==> src/rtl/axi_wr_arbiter_if.sv <==
// axi_wr_arbiter_if: AXI write-channel widths plus the bundle joining NM requesters, the arbiter and one downstream slave
package axi_pkg;
    localparam int AXI_IW     = 4;
    localparam int AXI_AW     = 32;
    localparam int AXI_LW     = 8;
    localparam int AXI_SW     = 3;
    localparam int AXI_BURSTW = 2;
    localparam int AXI_DW     = 32;
    localparam int AXI_WSTRBW = AXI_DW / 8;
    localparam int AXI_BRESPW = 2;
endpackage

interface axi_wr_arbiter_if #(parameter int NM = 2);
    import axi_pkg::*;
    logic [NM-1:0][AXI_IW-1:0]     s_awid;
    logic [NM-1:0][AXI_AW-1:0]     s_awaddr;
    logic [NM-1:0][AXI_LW-1:0]     s_awlen;
    logic [NM-1:0][AXI_SW-1:0]     s_awsize;
    logic [NM-1:0][AXI_BURSTW-1:0] s_awburst;
    logic [NM-1:0]                 s_awvalid;
    logic [NM-1:0]                 s_awready;
    logic [NM-1:0][AXI_DW-1:0]     s_wdata;
    logic [NM-1:0][AXI_WSTRBW-1:0] s_wstrb;
    logic [NM-1:0]                 s_wlast;
    logic [NM-1:0]                 s_wvalid;
    logic [NM-1:0]                 s_wready;
    logic [NM-1:0][AXI_IW-1:0]     s_bid;
    logic [NM-1:0][AXI_BRESPW-1:0] s_bresp;
    logic [NM-1:0]                 s_bvalid;
    logic [NM-1:0]                 s_bready;
    logic [AXI_IW-1:0]             m_awid;
    logic [AXI_AW-1:0]             m_awaddr;
    logic [AXI_LW-1:0]             m_awlen;
    logic [AXI_SW-1:0]             m_awsize;
    logic [AXI_BURSTW-1:0]         m_awburst;
    logic                          m_awvalid;
    logic                          m_awready;
    logic [AXI_DW-1:0]             m_wdata;
    logic [AXI_WSTRBW-1:0]         m_wstrb;
    logic                          m_wlast;
    logic                          m_wvalid;
    logic                          m_wready;
    logic [AXI_IW-1:0]             m_bid;
    logic [AXI_BRESPW-1:0]         m_bresp;
    logic                          m_bvalid;
    logic                          m_bready;

    modport slave (
        input  s_awid, s_awaddr, s_awlen, s_awsize, s_awburst, s_awvalid,
        output s_awready,
        input  s_wdata, s_wstrb, s_wlast, s_wvalid,
        output s_wready,
        output s_bid, s_bresp, s_bvalid,
        input  s_bready,
        output m_awid, m_awaddr, m_awlen, m_awsize, m_awburst, m_awvalid,
        input  m_awready,
        output m_wdata, m_wstrb, m_wlast, m_wvalid,
        input  m_wready,
        input  m_bid, m_bresp, m_bvalid,
        output m_bready
    );

    modport master (
        output s_awid, s_awaddr, s_awlen, s_awsize, s_awburst, s_awvalid,
        input  s_awready,
        output s_wdata, s_wstrb, s_wlast, s_wvalid,
        input  s_wready,
        input  s_bid, s_bresp, s_bvalid,
        output s_bready,
        input  m_awid, m_awaddr, m_awlen, m_awsize, m_awburst, m_awvalid,
        output m_awready,
        input  m_wdata, m_wstrb, m_wlast, m_wvalid,
        output m_wready,
        output m_bid, m_bresp, m_bvalid,
        input  m_bready
    );
endinterface

==> src/rtl/axi_wr_arbiter.sv <==
// axi_wr_arbiter: round-robin share of one AXI write path (AW/W/B) among NM requesters, one burst in flight
module axi_wr_arbiter
    import axi_pkg::*;
#(
    parameter  int NM    = 2,
    localparam int GNT_W = $clog2(NM)
) (
    input  logic             aclk,
    input  logic             aresetn,
    axi_wr_arbiter_if.slave  bus,
    output logic [GNT_W-1:0] gnt_idx,
    output logic             busy,
    output logic             wlast_err
);
    typedef enum logic [1:0] {IDLE, ADDR, DATA, RESP} state_t;

    state_t            state, state_n;
    logic [GNT_W-1:0]  gnt, win, rr_ptr, k;
    logic [AXI_LW-1:0] len_q, beat_cnt;
    logic              any_req, aw_hs, w_hs, b_hs;

    // lowest offset from rr_ptr wins, so scan offsets downward and let the last hit stand
    always_comb begin
        win = rr_ptr;
        k = '0;
        for (int i = NM - 1; i >= 0; i--) begin
            k = GNT_W'((int'(rr_ptr) + i) % NM);
            if (bus.s_awvalid[k]) win = k;
        end
    end

    assign any_req = |bus.s_awvalid;
    assign aw_hs   = bus.m_awvalid && bus.m_awready;
    assign w_hs    = bus.m_wvalid && bus.m_wready;
    assign b_hs    = bus.m_bvalid && bus.m_bready;

    always_comb begin
        state_n = state;
        case (state)
            IDLE:    state_n = any_req ? ADDR : IDLE;
            ADDR:    state_n = aw_hs ? DATA : ADDR;
            DATA:    state_n = (w_hs && bus.m_wlast) ? RESP : DATA;
            default: state_n = b_hs ? IDLE : RESP;
        endcase
    end

    always_ff @(posedge aclk) begin
        if (!aresetn) begin
            state     <= IDLE;
            gnt       <= '0;
            rr_ptr    <= '0;
            len_q     <= '0;
            beat_cnt  <= '0;
            wlast_err <= 1'b0;
        end else begin
            state     <= state_n;
            wlast_err <= w_hs && (bus.s_wlast[gnt] != bus.m_wlast);
            if (state == IDLE && any_req) gnt <= win;
            if (aw_hs) len_q <= bus.s_awlen[gnt];
            if (aw_hs) beat_cnt <= '0;
            else if (w_hs) beat_cnt <= beat_cnt + AXI_LW'(1);
            if (b_hs) rr_ptr <= (gnt == GNT_W'(NM - 1)) ? '0 : gnt + GNT_W'(1);
        end
    end

    // only the owner sees ready/valid; everyone else stays quiet
    always_comb begin
        bus.s_awready      = '0;
        bus.s_wready       = '0;
        bus.s_bvalid       = '0;
        bus.s_bid          = '0;
        bus.s_bresp        = '0;
        bus.s_awready[gnt] = state == ADDR && bus.m_awready;
        bus.s_wready[gnt]  = state == DATA && bus.m_wready;
        bus.s_bvalid[gnt]  = state == RESP && bus.m_bvalid;
        bus.s_bid[gnt]     = bus.m_bid;
        bus.s_bresp[gnt]   = bus.m_bresp;
    end

    assign bus.m_awid    = bus.s_awid[gnt];
    assign bus.m_awaddr  = bus.s_awaddr[gnt];
    assign bus.m_awlen   = bus.s_awlen[gnt];
    assign bus.m_awsize  = bus.s_awsize[gnt];
    assign bus.m_awburst = bus.s_awburst[gnt];
    assign bus.m_awvalid = state == ADDR && bus.s_awvalid[gnt];
    assign bus.m_wdata   = bus.s_wdata[gnt];
    assign bus.m_wstrb   = bus.s_wstrb[gnt];
    assign bus.m_wlast   = state == DATA && beat_cnt == len_q;
    assign bus.m_wvalid  = state == DATA && bus.s_wvalid[gnt];
    assign bus.m_bready  = state == RESP && bus.s_bready[gnt];
    assign gnt_idx       = gnt;
    assign busy          = state != IDLE;
endmodule
==> src/flat_wrapper.sv <==
// flat-port wrapper written by rule: the top's interface ports become plain ports
module axi_wr_arbiter_flat import axi_pkg::*;
#(
    parameter  int NM    = 2,
    localparam int GNT_W = $clog2(NM)
)
  (aclk, aresetn, gnt_idx, busy, wlast_err, bus_s_awid, bus_s_awaddr, bus_s_awlen, bus_s_awsize, bus_s_awburst, bus_s_awvalid, bus_s_awready, bus_s_wdata, bus_s_wstrb, bus_s_wlast, bus_s_wvalid, bus_s_wready, bus_s_bid, bus_s_bresp, bus_s_bvalid, bus_s_bready, bus_m_awid, bus_m_awaddr, bus_m_awlen, bus_m_awsize, bus_m_awburst, bus_m_awvalid, bus_m_awready, bus_m_wdata, bus_m_wstrb, bus_m_wlast, bus_m_wvalid, bus_m_wready, bus_m_bid, bus_m_bresp, bus_m_bvalid, bus_m_bready);
  axi_wr_arbiter_if #(.NM(NM)) bus_i ();
  input  logic aclk;
  input  logic aresetn;
  output logic [GNT_W-1:0] gnt_idx;
  output logic busy;
  output logic wlast_err;
  input wire logic [$bits(bus_i.s_awid)-1:0] bus_s_awid;
  input wire logic [$bits(bus_i.s_awaddr)-1:0] bus_s_awaddr;
  input wire logic [$bits(bus_i.s_awlen)-1:0] bus_s_awlen;
  input wire logic [$bits(bus_i.s_awsize)-1:0] bus_s_awsize;
  input wire logic [$bits(bus_i.s_awburst)-1:0] bus_s_awburst;
  input wire logic [$bits(bus_i.s_awvalid)-1:0] bus_s_awvalid;
  output wire logic [$bits(bus_i.s_awready)-1:0] bus_s_awready;
  input wire logic [$bits(bus_i.s_wdata)-1:0] bus_s_wdata;
  input wire logic [$bits(bus_i.s_wstrb)-1:0] bus_s_wstrb;
  input wire logic [$bits(bus_i.s_wlast)-1:0] bus_s_wlast;
  input wire logic [$bits(bus_i.s_wvalid)-1:0] bus_s_wvalid;
  output wire logic [$bits(bus_i.s_wready)-1:0] bus_s_wready;
  output wire logic [$bits(bus_i.s_bid)-1:0] bus_s_bid;
  output wire logic [$bits(bus_i.s_bresp)-1:0] bus_s_bresp;
  output wire logic [$bits(bus_i.s_bvalid)-1:0] bus_s_bvalid;
  input wire logic [$bits(bus_i.s_bready)-1:0] bus_s_bready;
  output wire logic [$bits(bus_i.m_awid)-1:0] bus_m_awid;
  output wire logic [$bits(bus_i.m_awaddr)-1:0] bus_m_awaddr;
  output wire logic [$bits(bus_i.m_awlen)-1:0] bus_m_awlen;
  output wire logic [$bits(bus_i.m_awsize)-1:0] bus_m_awsize;
  output wire logic [$bits(bus_i.m_awburst)-1:0] bus_m_awburst;
  output wire logic [$bits(bus_i.m_awvalid)-1:0] bus_m_awvalid;
  input wire logic [$bits(bus_i.m_awready)-1:0] bus_m_awready;
  output wire logic [$bits(bus_i.m_wdata)-1:0] bus_m_wdata;
  output wire logic [$bits(bus_i.m_wstrb)-1:0] bus_m_wstrb;
  output wire logic [$bits(bus_i.m_wlast)-1:0] bus_m_wlast;
  output wire logic [$bits(bus_i.m_wvalid)-1:0] bus_m_wvalid;
  input wire logic [$bits(bus_i.m_wready)-1:0] bus_m_wready;
  input wire logic [$bits(bus_i.m_bid)-1:0] bus_m_bid;
  input wire logic [$bits(bus_i.m_bresp)-1:0] bus_m_bresp;
  input wire logic [$bits(bus_i.m_bvalid)-1:0] bus_m_bvalid;
  output wire logic [$bits(bus_i.m_bready)-1:0] bus_m_bready;
  assign bus_i.s_awid = bus_s_awid;
  assign bus_i.s_awaddr = bus_s_awaddr;
  assign bus_i.s_awlen = bus_s_awlen;
  assign bus_i.s_awsize = bus_s_awsize;
  assign bus_i.s_awburst = bus_s_awburst;
  assign bus_i.s_awvalid = bus_s_awvalid;
  assign bus_s_awready = bus_i.s_awready;
  assign bus_i.s_wdata = bus_s_wdata;
  assign bus_i.s_wstrb = bus_s_wstrb;
  assign bus_i.s_wlast = bus_s_wlast;
  assign bus_i.s_wvalid = bus_s_wvalid;
  assign bus_s_wready = bus_i.s_wready;
  assign bus_s_bid = bus_i.s_bid;
  assign bus_s_bresp = bus_i.s_bresp;
  assign bus_s_bvalid = bus_i.s_bvalid;
  assign bus_i.s_bready = bus_s_bready;
  assign bus_m_awid = bus_i.m_awid;
  assign bus_m_awaddr = bus_i.m_awaddr;
  assign bus_m_awlen = bus_i.m_awlen;
  assign bus_m_awsize = bus_i.m_awsize;
  assign bus_m_awburst = bus_i.m_awburst;
  assign bus_m_awvalid = bus_i.m_awvalid;
  assign bus_i.m_awready = bus_m_awready;
  assign bus_m_wdata = bus_i.m_wdata;
  assign bus_m_wstrb = bus_i.m_wstrb;
  assign bus_m_wlast = bus_i.m_wlast;
  assign bus_m_wvalid = bus_i.m_wvalid;
  assign bus_i.m_wready = bus_m_wready;
  assign bus_i.m_bid = bus_m_bid;
  assign bus_i.m_bresp = bus_m_bresp;
  assign bus_i.m_bvalid = bus_m_bvalid;
  assign bus_m_bready = bus_i.m_bready;
  axi_wr_arbiter #(.NM(NM)) u_core (.aclk(aclk), .aresetn(aresetn), .bus(bus_i), .gnt_idx(gnt_idx), .busy(busy), .wlast_err(wlast_err));
endmodule
==> config.mk <==
export PLATFORM = sky130hd
export DESIGN_NAME = axi_wr_arbiter_flat
export DESIGN_NICKNAME = d
export VERILOG_FILES = /design/src/rtl/axi_wr_arbiter_if.sv /design/src/rtl/axi_wr_arbiter.sv /design/src/flat_wrapper.sv
export SDC_FILE = /design/constraint.sdc
export NUM_CORES = 1
export LEC_CHECK = 0
export ABC_AREA = 1
export CAP_MARGIN = 5
export CORE_AREA = 2 2 115 117
export DETAILED_ROUTE_END_ITERATION = 12
export DIE_AREA = 0 0 117 119
export MAX_ROUTING_LAYER = met4
export PLACE_DENSITY_LB_ADDON = 0.1
export SYNTH_ARGS = -nofsm -noshare
export SYNTH_HDL_FRONTEND = slang
export SYNTH_SLANG_ARGS = --single-unit
==> constraint.sdc <==
create_clock -name aclk -period 2.6 [get_ports aclk]
set_input_delay 0.52 -clock aclk [delete_from_list [all_inputs] [get_ports aclk]]
set_output_delay 0.52 -clock aclk [all_outputs]
set_load 0.1 [all_outputs]
Yosys cells after proc, flatten, opt, wreduce, memory -nomap -nowiden
Index checks and enable logic that the tools add are counted.

word-level totals
  register bits = 21
  output and inout port bits = 110
  logic and storage cells = 82

cells by class
  add/sub/neg operators = 3
  magnitude comparators = 4
  equality and inequality tests = 5
  multiplexer cells = 40
  bitwise logic cells = 6
  reduce and logical (&&, ||, !) cells = 18

operators by type and width
  kind                 number
  $mux 32              4
  $mux 4               5
  $mux 1               18
  $mux 8               2
  $logic_and 1x1->1    14
  $mux 2               5
  $add 8x1->8 const B  1
  $and 8x8->8          1
  $eq 8x8->1           1
  $and 2x2->2          3
  $lt 1x2->1 const B   3
  $mux 3               2
  $pmux 2 s3           1
  $and 4x4->4          1
  $demux 4 s1          1
  $eq 2x2->1 const B   2
  $reduce_or 2->1      2
  $add 1x1->1 const B  2
  $demux 2 s1          1
  $eq 2x1->1 const B   1
  $logic_not 2->1      1
  $reduce_bool 2->1    1
  $demux 1 s1          1
  $ge 1x1->1 const B   1
  2 further kinds      2

Logic depth before layout (Yosys ltp)
  word-level depth = 7
  mapped depth = 10
  mapped depth without buffers = 10

Least setup slack after synthesis
Ideal clock, no wire load.

  kind = register to output
  from = reg u_core.gnt (netlist: u_core.gnt_idx)
  to = out bus_s_bvalid[1]
  data arrival time = 3711 ps
  required time = 2080 ps
  path slack = -1631 ps
  stages on the path, launching flop included = 6
  buffers on the path = 3
  cell sequence = dfxtp_1 buf_6 clkinv_4 buf_2 buf_1 nor3_1

on the way
  longest elaborated chain between the ends = 5

RTL lines
  item                                                            RTL line              source
  start, declared                                                 axi_wr_arbiter.sv:18  logic [GNT_W-1:0] gnt, win, rr_ptr, k;
  start signal, assigned                                          axi_wr_arbiter.sv:58  if (state == IDLE && any_req) gnt <= win;
  $lt 1x2->1 (implied by the code) or $ge 1x1->1 (tied branches)  axi_wr_arbiter.sv:75  bus.s_bvalid[gnt] = state == RESP && bus.m_bvalid;
  $logic_and 1x1->1                                               axi_wr_arbiter.sv:75
  $mux 1 (implied by the code)                                    axi_wr_arbiter.sv:75
  $demux 1 s1 (*)                                                 --
  $and 2x2->2 (no line) (*)                                       --
  end, declared                                                   flat_wrapper.sv:28    output wire logic [$bits(bus_i.s_bvalid)-1:0] bus_s_bvalid;

Mark *: on every way between the ends. The rest lies on a longest branch, timed or not.

Worst setup path after layout
  from = reg u_core.gnt (netlist: u_core.gnt_idx)
  to = out bus_m_wdata[23]

on the way
  longest elaborated chain between the ends = 2

RTL lines
  item                                         RTL line              source
  $mux 32 (implied by the code) (2 in series)  axi_wr_arbiter.sv:86  assign bus.m_wdata = bus.s_wdata[gnt];
  end, declared                                flat_wrapper.sv:37    output wire logic [$bits(bus_i.m_wdata)-1:0] bus_m_wdata;

No other way between the ends. The select of a mux whose other input is x is not followed.

==> results_dict.tcl <==
set metrics [dict create \
    drt_wl_total_um 14500 \
    root_buffer "clkbuf_16" \
    finalClockSkew_ns 0.000802 \
    drt_iter0_drc 183 \
    drive_gt1_frac 0.184 \
    antenna_found_initial 0 \
    synth.distinct_cells 33 \
    crit_type "flop to output port" \
    syn_inst 475 \
    status "completed" \
    grtUsageTotal 0.209 \
    holdBufCountCts 0 \
    grt_pass1_vias 3878 \
    postCtsResizedCells 0 \
    cts_setup_buffers 0 \
    diodes 0 \
    max_slew_margin 0.671 \
    hold_violations 0 \
    grt_pass1_wl_um 21500 \
    min-delay-path-class "flop to flop" \
    peakVddDrop_v 0.000315 \
    hold_ws_ns 0.475 \
    die_w_um 117 \
    core_sq_um 12900 \
    cts_buffers 3 \
    syn2layout_area_growth_pct 187 \
    wl_met3_um 1180 \
    firstDrtPassIters 4 \
    synth_area_sq_um 2320 \
    port_buffers 298 \
    overflow 0 \
    final_cell_mix "nand2_1 (299), clkdlybuf4s50_1 (188), buf_12 (109)" \
    via_per_inst 4.14 \
    setup_ws_ns 0.356 \
    fp.dieH_um 119 \
    htreeDepth 1 \
    clock.fmax_ghz 0.446 \
    synth_edf_count 0 \
    reg2reg_slack_ns 0.79 \
    nNetsFinal 948 \
    initial_core_util 0.180 \
    cap_violations 0 \
    cp.arrival_ns 1.72 \
    p_per_area_nw_per_um2 471 \
    avgSynthCellArea_sq_um 4.88 \
    route.detailed.drc 0 \
    power.leakage_nw 3.14 \
    met2WireLength_um 8060 \
    end_kind "output port" \
    clkTransAtPathRegs_ns 0.06 \
    tightest_slew_ns 0.493 \
    io_pins 299 \
    dp_hpwl_um 12600 \
    synthArstFlopShare 0 \
    vias 3861 \
    start_kind "flop" \
    wl_met1_um 4950 \
    required_ns 2.08 \
    die-area_sq_um 13900 \
    synth.yosys.seq_area_share 0.182 \
    clk_latency_ns 0.26 \
    grt_max_degree 108 \
    finalSetupViolCount 0 \
    crit_fanout 56 \
    wire_per_inst_um 15.5 \
    cts_sinks 21 \
    yosys_warnings 0 \
    place_ws_ns 0.399 \
    ys.flop_type "dfxtp_1" \
    ant_nets 0 \
    tritoncts "yes" \
    finalCriticalPeriod_ns 2.24 \
    synth_fp_nets 665 \
    ys_seq_elements 21 \
    rsz0062_at_grt "false" \
    top_layer "met4" \
    num_rows 42 \
    period_share 0.863 \
    layout_commonest_cell "nand2_1" \
    maxSlewViolCount 0 \
    gp_congestion 0.835 \
    fillers 1256 \
    clk_path_buf_depth 2 \
]
## worst max-delay path: stages (launching register included)
cell,delay [ns]
dfxtp_4,0.37
clkinv_4,0.31
buf_4,0.36
nand2_1,0.07
nand2_1,0.10
buf_12,0.19
## cell families after synthesis
kind of cell	after synthesis	share of synthesized area
AOI/OAI and AO/OA	30	0.0708
xor gates and xnor gates	7	0.0265
adders and majority gates	1	0.00540
buffers and inverters	61	0.108
DFF	21	0.182
muxes	1	0.00432
and+or+nand+nor	354	0.604
## where the power goes
part | leakage (nW) | switching [mW] | internal [mW]
clock network | 0.0409 | 0.124 | 0.207
registers | 0.171 | 0.0100 | 0.334
logic | 2.93 | 1.56 | 0.903
## sequential cells by signal, indices dropped and copies added, names as in the netlist
register and count:
u_core.rr_ptr 1, u_core.beat_cnt 8, u_core.len_q 8, u_core.gnt_idx 1, u_core.wlast_err 1, u_core.state 2
## cells in the mapped netlist (2+ instances only)
| master | count | share of area |
|---|---|---|
| nand2_1 | 299 | 0.48 |
| inv_1 | 34 | 0.055 |
| nor2_1 | 25 | 0.041 |
| dfxtp_1 | 21 | 0.18 |
| a21oi_1 | 15 | 0.032 |
| nand3_1 | 10 | 0.022 |
| clkbuf_1 | 9 | 0.015 |
| buf_1 | 8 | 0.013 |
| o21ai_0 | 8 | 0.017 |
| nor3_1 | 6 | 0.013 |
| xor2_1 | 6 | 0.023 |
| buf_2 | 5 | 0.011 |
| nand2_2 | 5 | 0.014 |
| inv_2 | 2 | 0.0032 |
| nand4_1 | 2 | 0.0054 |
| nor2_2 | 2 | 0.0054 |
| o21ai_1 | 2 | 0.0043 |
## final timing paths
kind,from,end,cells after the start
worst max-delay path,u_core.gnt_idx,bus_m_wdata[23],5
worst min-delay path,u_core.rr_ptr,u_core.rr_ptr,2
worst max register to register,u_core.gnt_idx,u_core.beat_cnt[0],7
worst min register to register,u_core.rr_ptr,u_core.rr_ptr,2
## final cells by class
type                            count  area (sq um)  share of cell area
Clock buffer                        3          75.1              0.0113
Clock inverter                      1          5.00            0.000752
Inverter                           38           149              0.0224
Multi-Input combinational cell    393          1690               0.254
Sequential cell                    21           424              0.0637
Tap cell                          176           220              0.0331
Timing Repair Buffer              301          4090               0.615
## routing by layer
| layer | GRT usage | vias to the layer above |
|---|---|---|
| li1 | - | 1992 |
| met1 | 0.213 | 1722 |
| met2 | 0.389 | 131 |
| met3 | 0.0631 | 16 |
| met4 | 0.0434 | 0 |
| met5 | - | - |
## metrics by stage
stage | power [mW] | cells | utilization | TNS [ns] | cell area [sq um]
2_1_floorplan | 1.75 | 475 | - | -1.22 | 2360
5_1_grt | 3.25 | 933 | 0.517 | 0 | 6660
3_3_place_gp | 2.82 | 929 | 0.511 | 0 | 6580
6_report | 3.14 | 933 | 0.517 | 0 | 6660
3_5_place_dp | 2.83 | 929 | 0.511 | 0 | 6580
4_1_cts | 3.16 | 933 | 0.517 | 0 | 6660
Power figures use the tool's default switching activity.
